[src/rtl/phase_sequencer.sv]
// phase_sequencer: one-hot instruction phase sequencer with run, single-step, stall, skip and halt control.
module phase_sequencer #(
    parameter int NPHASE = 5,
    parameter int CW     = 16
) (
    input  logic              clk,
    input  logic              rst,
    input  logic              go,
    input  logic              step,
    input  logic              exec,
    input  logic              stall,
    input  logic              skip,
    input  logic              halt_req,
    output logic [NPHASE-1:0] p,
    output logic              busy,
    output logic              halted,
    output logic              inst_done,
    output logic [CW-1:0]     icount
);
    typedef enum logic [1:0] {IDLE, RUN, HALT} state_t;
    localparam logic [NPHASE-1:0] FIRST = {1'b1, {(NPHASE-1){1'b0}}};
    state_t state, state_n;
    logic [NPHASE-1:0] p_n;
    logic exec_q, armed, exec_rise, leave;
    // armed stays low after reset until exec has been seen low, so a held level is not an edge
    assign exec_rise = exec & ~exec_q & armed;
    assign inst_done = (state == RUN) & ~stall & (p[0] | skip);
    assign leave = halt_req | step | ~go;
    assign busy = state == RUN;
    assign halted = state == HALT;
    always_comb begin
        state_n = state;
        p_n = p;
        if (state == IDLE && (step ? exec_rise : go)) begin
            state_n = RUN;
            p_n = FIRST;
        end else if (state == RUN && !stall) begin
            p_n = !inst_done ? p >> 1 : leave ? '0 : FIRST;
            state_n = !inst_done ? RUN : halt_req ? HALT : leave ? IDLE : RUN;
        end
    end
    always_ff @(posedge clk) begin
        if (rst) begin
            state <= IDLE;
            p <= '0;
            icount <= '0;
            exec_q <= 1'b0;
            armed <= ~exec;
        end else begin
            state <= state_n;
            p <= p_n;
            icount <= icount + {{(CW-1){1'b0}}, inst_done};
            exec_q <= exec;
            armed <= armed | ~exec;
        end
    end
endmodule

[config.mk]
export PLATFORM = sky130hd
export DESIGN_NAME = phase_sequencer
export DESIGN_NICKNAME = d
export VERILOG_FILES = /design/src/rtl/phase_sequencer.sv
export SDC_FILE = /design/constraint.sdc
export NUM_CORES = 1
export LEC_CHECK = 0
export CAP_MARGIN = 20
export CORE_MARGIN = 2
export CORE_UTILIZATION = 64
export DETAILED_ROUTE_END_ITERATION = 8
export DONT_BUFFER_PORTS = 1
export GPL_TIMING_DRIVEN = 1
export PLACE_DENSITY = 0.86
export SLEW_MARGIN = 20
export SYNTH_ARGS = -nofsm -noshare
export SYNTH_HDL_FRONTEND = slang
export SYNTH_SLANG_ARGS = --single-unit
export TNS_END_PERCENT = 100
[constraint.sdc]
create_clock -name clk -period 3.29 [get_ports clk]
set_input_delay 0.1645 -clock clk [delete_from_list [all_inputs] [get_ports clk]]
set_output_delay 0.1645 -clock clk [all_outputs]
set_load 0.1 [all_outputs]
## After elaboration in Yosys (flattened, before gate mapping)

Index checks and enable logic that the tools add are counted.

- Multiplexer cells: 11
- Multiply operators: 0
- Shifts and indexed selects: 0
- Add/sub/neg operators: 1
- $lt $le $gt $ge: 0
- Div/mod/pow operators: 0
- Bitwise operators: 12
- Reductions and logical operators: 6
- Eq/ne operators: 2

Operators with widths:

| cell | count |
|---|---|
| $mux W5 | 4 |
| $add A16 B1 Y16 | 1 |
| $mux W1 | 5 |
| $and A1 B1 Y1 | 4 |
| $mux W2 | 2 |
| $not A1 Y1 | 4 |
| $or A1 B1 Y1 | 4 |
| $eq A2 B1 Y1 const B | 1 |
| $eq A2 B2 Y1 const B | 1 |
| $logic_and A1 B1 Y1 | 2 |
| $logic_not A2 Y1 | 1 |
| $reduce_bool A2 Y1 | 1 |
| $reduce_or A2 Y1 | 1 |
| $logic_not A1 Y1 | 1 |

- Bits in latches: 0
- Word-level logic and storage cells: 39
- Memories: 0
- ROM bits: 0
- Flip-flop bits (word level): 25
- Memory bits (writable): 0
- Input bits: 8
- Output and inout bits: 24

## Depth between registers and ports, before layout

Gate-level depths: netlist (run 1).

- Word-level depth: 7
- Depth in mapped cells: 8
- Mapped depth without buffers: 8

## Least setup slack after synthesis (run 1)

Ideal clock, no wire load.

- Kind: register to register
- Start point: register p[0]
- End point: register icount[14]
- Data required time: 3167 ps
- Data arrival time: 3278 ps
- Clock period less this slack: 3401 ps
- Setup time: 123 ps
- Setup slack: -111 ps
- Buffers on the path: 0
- Stages on the path, launching flop included: 8
- Cells stage by stage: dfxtp_1 > nor2_1 > and2b_1 > ha_1 > ha_1 > nand2_1 > nor4_1 > mux2_1

- Longest elaborated chain between the ends: 3

RTL lines:

| what | line | text |
|---|---|---|
| start: declaration | 14 | `output logic [NPHASE-1:0] p,` |
| start signal: assignment | 51 | `p <= p_n;` |
| $or A1 B1 Y1 | 27 | `assign inst_done = (state == RUN) & ~stall & (p[0] \| skip);` |
| $and A1 B1 Y1 | 27 |  |
| via inst_done | 17 | `output logic inst_done,` |
| $add A16 B1 Y16 | 52 | `icount <= icount + {{(CW-1){1'b0}}, inst_done};` |
| end signal: assignment | 52 |  |
| end: declaration | 18 | `output logic [CW-1:0] icount` |

The timed path passes the listed nets, and every way through them passes these cells.
A chain may end at the register's enable or synchronous reset.

## Worst setup path after layout (run 1)

- Start point: register p[0]
- End point: register icount[13]

- Longest elaborated chain between the ends: 3

RTL lines:

| what | line |
|---|---|
| $or A1 B1 Y1 | 27 |
| $and A1 B1 Y1 | 27 |
| $add A16 B1 Y16 | 52 |

Every way passes these cells.

==> flow_summary_export.csv, run 1 <==
group,metric,value,unit
status,outcome,"finished clean",
floorplanning,io_pins,32,
yosys,seq_area_frac_synth,45.25,%
cts,clkTransAtPathRegs,0.13,ns
cts,cts_setup_buffers,0,
grt,grt_overflow,0,
sta,fin_crit,2.339,ns
yosys,synth_seq_cells,25,
pwr,p_per_area,385.1,nW/um^2
floorplanning,placementRows,15,
floorplanning,dieArea,2077,sq um
worst_hold_path,min_from,"rst",
floorplanning,initial_core_util,66.22,%
critical_path,reg2reg_depth,9,
critical_path,cp_max_fo,4,
cts,cts_resized,0,
grt,grt_max_degree,20,
floorplanning,coreArea,1670,sq um
sta,post-route-period-util,71.10,%
grt,grt_use_total,25.47,%
grt,grt_antenna_before_repair,0,
critical_path,cp.buffers_inverters,2,
pwr,ir_drop,0.0003454,V
worst_hold_path,hold_end,"icount[14]",
sta,slew_headroom,26.65,%
sta,fin_setup_tns,0,ns
yosys,syn_avg_cell_area,9.217,sq um
cts,cts_sinks,25,
cells_and_area,nNetsFinal,155,
grt,grt_pass1_vias,936,
floorplanning,dieWidth,45.57,um
detailed_routing,drc_errors,0,
pwr,p_total,507.4,uW
critical_path,rrSetupSlack,0.95,ns
yosys,ys_types,27,
worst_hold_path,holdPathStages,2,
detailed_routing,antenna_left,0,
cts,cts_inserted_buffers,3,
critical_path,cp_slowest_cell,"dfxtp_1",
cts,ctsRootBufferMaster,"clkbuf_4",
cells_and_area,diodes,0,
critical_path,r2r-end,"icount[13]",
yosys,ys_warn_count,0,
critical_path,cpLargestDelayFamily,"simple AND/OR/NAND/NOR gates",
detailed_routing,wl,2.501,mm
critical_path,cp-end-kind,"register",
sta,setup_viol,0,
cells_and_area,utilization,78.88,%
cts,htreeDepth,1,
worst_hold_path,hp-class,"primary input to register",
critical_path,crit_type,"register to register",
flow_run,drv_cap,0,
detailed_routing,wire_per_inst,15.63,um
sta,hold_violations,0,
critical_path,timing.rr.start,"p[0]",
yosys,synth_fp_nets,131,
placement,place_congestion,0.7871,
detailed_routing,drt_iter0_drc,9,
cells_and_area,drive_gt1_share,19.58,%
detailed_routing,vias_per_cell,6.044,
sta,worst_pin_slew,1.099,ns
critical_path,start_kind,"register",
grt,grt_pass1_wl,3.870,mm
critical_path,critPathMaxStageDelay,0.35,ns
floorplanning,fp.dieH,45.57,um
critical_path,arrival,2.53,ns
cells_and_area,fin_cells,160,
sta,fin_skew,0.004258,ns
yosys,synthesis.area,1106,sq um
yosys,syn_inst,120,
detailed_routing,vias,967,
cells_and_area,areaGrowthSynthToFinish,19.12,%
placement,place_inst,153,
cells_and_area,final_cell_mix,"dfxtp_1 (25), nor2_1 (21), buf_4 (18)",
detailed_routing,first_pass_iters,4,
placement,hpwl,1.640,mm
sta,fmax,0.4275,GHz
critical_path,required,3.48,ns
cells_and_area,layout_commonest_cell,"dfxtp_1",
pwr,p_leak,0.0005196,uW
placement,port-buffer-count,0,
sta,rsz0062_at_grt,"false",
cts,clock_path_buffers,2,
sta,whs,0.05756,ns
cts,cts_tree,"yes",
critical_path,crit_chain,"buf_4 > nor2_1 > and2b_2 > buf_4 > ha_1 > nand3_1 > nor4_2 > xnor2_1 > nor2_1",
cts,worstSkewPairLatency,0.31,ns
sta,drv_slew,0,
==> cell families after synthesis <==
kind of cell	Yosys count	synth area share [%]
muxes	6	5.656
adders and majority gates	3	3.394
buffers and inverters	6	2.036
AOI/OAI and AO/OA	11	5.769
DFF	25	45.25
and+or+nand+nor	60	30.77
xor gates and xnor gates	9	7.127
==> registers in the layout, indices dropped and copies added (netlist names) <==
| name | flops |
|---|---|
| exec_q | 1 |
| state | 2 |
| icount | 16 |
| p | 5 |
| armed | 1 |
==> cell usage after synthesis <==
library cell	instances	area [sq um]
or3_1	3	18.77
nor3b_4	1	18.77
nor4_1	4	25.02
dfxtp_1	25	500.5
nand3_1	7	35.03
nand2_1	4	15.01
mux2_1	2	22.52
nor3_1	4	20.02
nand4b_1	1	8.760
a222oi_1	1	10.01
xor2_1	2	17.52
clkbuf_1	2	7.510
nand4_1	2	12.51
a21oi_1	5	25.02
and3_1	1	6.260
mux2i_1	4	40.04
xnor2_1	7	61.31
nand4_4	1	21.27
inv_1	4	15.01
nor2b_1	6	37.54
ha_1	3	37.54
a211o_1	1	8.760
nand2b_1	1	6.260
nor4_2	2	25.02
nor2_1	22	82.58
o21ai_0	4	20.02
and2b_1	1	7.510
==> where the power goes <==
part / switching (uW) / leakage [uW] / internal, uW
clock network: 87.5 / 0.0000150 / 47.3
logic: 35.7 / 0.000302 / 14.3
registers: 14.9 / 0.000203 / 308
==> what timing repair did <==
item / CTS / global route
setup endpoints to repair: 0 / 0
endpoints found under the hold margin: 19 / 0
hold buffers: 3 / 0
==> how the worst max path moves through the flow <==
| stage | depth (start not counted) | end | from |
|---|---|---|---|
| floorplan | 7 | icount[14] | p[0] |
| CTS | 8 | icount[14] | p[0] |
| detailed placement | 7 | icount[14] | state[0] |
| finish | 9 | icount[13] | p[0] |
| global route | 8 | icount[13] | state[0] |
| global placement | 9 | icount[13] | p[0] |
==> routing by layer <==
metal | wire length (um) | vias up | GRT usage (%)
met2 | 1371 | 32 | 49.58
met5 | 0 | - | 0
li1 | - | 468 | -
met1 | 953 | 465 | 25.93
met4 | 12 | 0 | 7.059
met3 | 163 | 2 | 6.746
==> stage by stage <==
| step | worst slack (ns) | instance area (sq um) |
|---|---|---|
| 6_report | 0.9506 | 1318 |
| 5_1_grt | 0.7436 | 1318 |
| 4_1_cts | 0.9578 | 1318 |
| 3_5_place_dp | 1.015 | 1261 |
| 3_3_place_gp | 1.067 | 1261 |
| 2_1_floorplan | 0.2065 | 1107 |
==> layout make-up <==
| type | instances | area [sq um] |
|---|---|---|
| multi-input cells | 89 | 589.3 |
| flip-flops and latches | 25 | 500.5 |
| fillers | 114 | 352.8 |
| repair buffers | 21 | 165.2 |
| clock buffers | 4 | 26.28 |
| well taps | 17 | 21.27 |
| inverters | 4 | 15.01 |
==> worst reg2reg max path, delay by kind of cell (launching register included) <==
| family | cells | cell delay [ns] |
|---|---|---|
| flip-flops | 1 | 0.35 |
| AND/OR/NAND/NOR | 5 | 0.91 |
| XOR/XNOR | 1 | 0.15 |
| adder cells (fa/ha/maj) | 1 | 0.20 |
| buffers and inverters | 2 | 0.62 |
No activity file was read; power rests on OpenSTA's default activity.
==> inputs of run 2 (changes only) <==
- CORE_UTILIZATION: 64 -> 54
- PLACE_DENSITY: 0.86 -> 0.78
- clock period: 3.29 -> 2 ns (I/O delays scaled with it)
==> flow_summary_export.csv, run 2 (same netlist as run 1, synthesis figures left out) <==
group,metric,value,unit
status,outcome,"finished clean",
cells_and_area,regMostFlops,"icount",
pwr,ir_drop,0.0005090,V
cells_and_area,nNetsFinal,163,
sta,worst_pin_slew,0.7725,ns
cells_and_area,final-seq-area,506.7,sq um
cts,cts_setup_buffers,0,
cts,htreeDepth,1,
critical_path,arrival,2.08,ns
pwr,p_total,840.6,uW
cells_and_area,drive_gt1_share,29.80,%
cells_and_area,diodes,0,
sta,post-route-period-util,93.56,%
floorplanning,placementRows,16,
critical_path,timing.rr.start,"state[0]",
cts,ctsRootBufferMaster,"clkbuf_4",
critical_path,rrSetupSlack,0.13,ns
detailed_routing,drc_errors,0,
cells_and_area,areaGrowthSynthToFinish,31.45,%
detailed_routing,antenna_left,0,
placement,place_inst,171,
flow_run,drv_cap,0,
critical_path,cp.buffers_inverters,0,
detailed_routing,wire_per_inst,13.42,um
floorplanning,coreArea,1942,sq um
critical_path,critPathMaxStageDelay,0.38,ns
detailed_routing,first_pass_iters,4,
detailed_routing,vias_per_cell,5.371,
sta,fmax,0.5344,GHz
floorplanning,io_pins,32,
detailed_routing,drt_iter0_drc,12,
grt,grt_overflow,0,
critical_path,cp-end-kind,"register",
cells_and_area,final_cell_mix,"buf_4 (26), dfxtp_1 (22), nor2_1 (20)",
critical_path,required,2.21,ns
critical_path,path_common_cell,"ha_4",
cells_and_area,fin_cells,178,
critical_path,cp_num_cells,7,
cells_and_area,largest_registers,"icount x16, p x5, state x2",
floorplanning,dieArea,2426,sq um
critical_path,r2r-end,"icount[14]",
cts,worstSkewPairLatency,0.32,ns
cts,clock_path_buffers,2,
cts,cts_sinks,25,
sta,slew_headroom,48.33,%
grt,grt_use_total,22.14,%
grt,grt_max_degree,23,
critical_path,cpLargestDelayFamily,"simple AND/OR/NAND/NOR gates",
detailed_routing,vias,956,
critical_path,crit_chain,"nor3b_4 > and2b_4 > ha_4 > ha_4 > nand2_4 > nor4_4 > mux2_1",
pwr,p_leak,0.0005955,uW
grt,grt_pass1_wl,4.146,mm
cells_and_area,multi_input_area,645.6,sq um
cells_and_area,utilization,74.87,%
worst_hold_path,min_from,"rst",
critical_path,crit_type,"register to register",
critical_path,reg2reg_depth,7,
floorplanning,initial_core_util,56.96,%
cells_and_area,largest_register_ffs,16,
placement,hpwl,1.857,mm
critical_path,start_kind,"register",
placement,place_congestion,0.8267,
worst_hold_path,hp-class,"primary input to register",
cells_and_area,layout_commonest_cell,"buf_4",
critical_path,endpoint,"icount[14]",
sta,whs,0.01856,ns
cts,cts_inserted_buffers,3,
floorplanning,dieWidth,49.26,um
critical_path,critical_path.startpoint,"state[0]",
grt,grt_antenna_before_repair,0,
critical_path,cp_slowest_cell,"dfxtp_2",
sta,rsz0062_at_grt,"false",
detailed_routing,wl,2.389,mm
cts,clkTransAtPathRegs,0.12,ns
sta,fin_crit,1.871,ns
critical_path,cp_max_fo,5,
placement,port-buffer-count,0,
cells_and_area,fillers,149,
sta,drv_slew,0,
sta,fin_skew,0.008108,ns
sta,hold_violations,0,
floorplanning,fp.dieH,49.26,um
sta,setup_viol,0,
cts,cts_tree,"yes",
grt,grt_pass1_vias,943,
pwr,p_per_area,578.2,nW/um^2
run 2: cell count changes in the layout (fill, tap and decap cells not counted), moves of 2 or more:
| cell | before | now |
|---|---|---|
| ha_4 | 0 | 2 |
| dfxtp_2 | 0 | 2 |
| buf_4 | 18 | 26 |
| dfxtp_1 | 25 | 22 |
| ha_1 | 3 | 1 |
run 2: timing repair:
action / 4_1_cts / 5_1_grt
gates resized for setup: 0 / 1
hold buffers: 3 / 0
setup endpoints to repair: 0 / 1
hold endpoints to repair: 25 / 0
run 2: per-stage QoR:
stage          area (sq um)  TNS, ns  setup slack [ns]
2_1_floorplan          1161  -0.9303           -0.2672
3_3_place_gp           1388        0            0.1916
3_5_place_dp           1388        0            0.1465
4_1_cts                1445        0            0.1182
5_1_grt                1454        0           0.02107
6_report               1454        0            0.1288
run 2: power breakdown:
| group | total [uW] | switching, uW | internal (uW) |
|---|---|---|---|
| registers | 513 | 7.12 | 505 |
| clock network | 221 | 146 | 74.9 |
| logic | 107 | 76.0 | 31.5 |
| total | 841 | 229 | 612 |
run 2: layout make-up:
type                            count  area share [%]
Multi-Input combinational cell     89           44.41
Sequential cell                    25           34.85
Timing Repair Buffer               29           15.49
Tap cell                           27           2.324
Clock buffer                        3           1.549
Inverter                            4           1.033
Clock inverter                      1          0.3442
run 2: worst min-delay path by stage:
stage                             to  slack [ns]  depth (start not counted)
after floorplan                armed        0.18                          1
after global routing      icount[14]        0.02                          2
after global placement      state[1]        0.17                          1
final                     icount[15]        0.02                          2
after detailed placement    state[1]        0.17                          1
after CTS                 icount[14]       0.009                          2
run 2: worst reg2reg max path: cells and delay by family (launching register included):
family | cells | cell delay [ns]
fa+ha+maj | 2 | 0.31
flops | 1 | 0.38
mux | 1 | 0.35
simple gates | 4 | 0.75
run 2: layer usage:
metal,track usage [%],share of wire [%]
met3,5.215,4.0
met4,10.48,2.3
met5,0,0
met2,35.14,48
met1,28.19,45
==> inputs of run 3 (changes only) <==
- CAP_MARGIN: 20 -> 5
- CORE_UTILIZATION: 54 -> 60
- PLACE_DENSITY: 0.78 -> 0.82
- clock period: 2 -> 1.8 ns (I/O delays scaled with it)
==> flow_summary_export.csv, run 3 (same netlist as run 1, synthesis figures left out) <==
group,metric,value,unit
critical_path,cp-end-kind,"register",
sta,slew_headroom,48.30,%
cts,cts_sinks,25,
detailed_routing,wire_per_inst,16.91,um
floorplanning,dieWidth,46.94,um
pwr,pwr-share-clk,26.4,%
status,outcome,"finished clean",
cts,cts_tree,"yes",
cts,cts_inserted_buffers,3,
placement,place_congestion,0.8198,
cells_and_area,regMostFlops,"icount",
detailed_routing,drc_errors,0,
cells_and_area,largest_register_ffs,16,
grt,grt_use_total,29.57,%
critical_path,timing.rr.start,"state[1]",
placement,port-buffer-count,0,
sta,setup_viol,0,
detailed_routing,drt_iter0_drc,42,
placement,hpwl,1.795,mm
cts,clkTransAtPathRegs,0.13,ns
critical_path,critical_path.startpoint,"state[1]",
floorplanning,placementRows,15,
critical_path,required,2.02,ns
critical_path,cp_max_fo,5,
pwr,p_sw,260.4,uW
cells_and_area,layout_commonest_cell,"buf_4",
grt,grt_overflow,0,
pwr,p_leak,0.0006798,uW
floorplanning,io_pins,32,
sta,drv_slew,0,
grt,grt_pass1_wl,4.588,mm
pwr,p_seq_share,59.6,%
flow_run,drv_cap,0,
critical_path,arrival,2.01,ns
detailed_routing,antenna_left,0,
cells_and_area,areaGrowthSynthToFinish,40.16,%
cells_and_area,fillers,84,
cells_and_area,largest_registers,"icount x16, p x5, state x2",
sta,rsz0062_at_grt,"true",
cts,htreeDepth,1,
floorplanning,coreArea,1727,sq um
critical_path,start_kind,"register",
placement,detailedPlace.worstSlack,-0.03965,ns
cts,clock_path_buffers,2,
pwr,p_per_area,613.9,nW/um^2
detailed_routing,vias_per_cell,5.785,
critical_path,endpoint,"icount[14]",
grt,grt_antenna_before_repair,0,
critical_path,reg2reg_depth,7,
grt,grt_max_degree,22,
floorplanning,dieArea,2203,sq um
sta,finalWorstSetupSlack,0.01400,ns
cts,ctsRootBufferMaster,"clkbuf_4",
critical_path,r2r-end,"icount[14]",
sta,fmax,0.5599,GHz
cells_and_area,drive_gt1_share,33.33,%
sta,hold_violations,0,
critical_path,crit_type,"register to register",
cells_and_area,diodes,0,
cells_and_area,nNetsFinal,168,
pwr,power_frac_comb,14.0,%
sta,worst_pin_slew,0.7729,ns
sta,post-route-period-util,99.22,%
sta,whs,0.03947,ns
grt,grt_pass1_vias,1034,
sta,fin_crit,1.786,ns
pwr,ir_drop,0.0006786,V
detailed_routing,first_pass_iters,4,
floorplanning,initial_core_util,64.06,%
cells_and_area,final_cell_mix,"buf_4 (29), dfxtp_1 (21), nor2_1 (20)",
sta,fin_skew,0.003513,ns
detailed_routing,vias,1047,
cts,worstSkewPairLatency,0.32,ns
sta,fin_setup_tns,0,ns
detailed_routing,wl,3.060,mm
pwr,intPower,691.2,uW
pwr,switching_share,27.37,%
critical_path,rrSetupSlack,0.01,ns
floorplanning,fp.dieH,46.94,um
worst_hold_path,hp-class,"primary input to register",
## run 3: final cells by class
class                      count  area [sq um]  share of cell area [%]
multi-input combinational     89         701.9                   45.28
sequential                    25         508.0                   32.77
timing repair buffer          34         267.8                   17.27
tap                           25         31.28                   2.018
clock buffer                   4         26.28                   1.695
inverter                       4         15.01                  0.9685
## run 3: stage by stage
step           std cells  power [uW]  area [sq um]  utilization (%)
6_report             181       951.6          1550            89.78
5_1_grt              181       974.9          1550            89.78
4_1_cts              181       950.3          1498            86.74
3_5_place_dp         171       693.4          1401            81.16
3_3_place_gp         171       691.6          1401            81.16
2_1_floorplan        120       673.3          1162                -
## run 3: how the worst min path moves through the flow
stage	start	end	slack, ns	depth (start not counted)
floorplan	exec	armed	0.17	1
global route	rst	icount[14]	0.05	2
CTS	rst	icount[14]	0.05	2
global placement	rst	state[1]	0.16	1
detailed placement	rst	icount[3]	0.16	1
finish	rst	icount[14]	0.04	2
## run 3: what timing repair did
action,CTS,global route
setup endpoints to repair,1,6
pin swaps,1,3
hold endpoints to repair,20,0
resized for setup,2,7
setup buffers,1,0
hold buffers,5,0
## run 3: critical path: stages, from the launching register on
cell and delay (ns):
dfxtp_2 0.36, nor3b_4 0.18, and2b_4 0.20, ha_4 0.15, ha_4 0.17, nand2_4 0.10, nor4_4 0.20, mux2_4 0.33
## run 3: per-layer routing
layer	GRT usage (%)	wire length, um	up-vias
li1	-	-	492
met1	32.39	1185	489
met2	50.41	1555	55
met3	8.462	249	11
met4	17.78	70	0
met5	0	0	-
## run 3: power groups by stage
stage	Clock, uW	Sequential [uW]	Combinational (uW)
4_1_cts	253	567	130
3_3_place_gp	0	579	113
2_1_floorplan	0	607	65.9
5_1_grt	266	568	140
3_5_place_dp	0	579	114
6_report	251	567	133
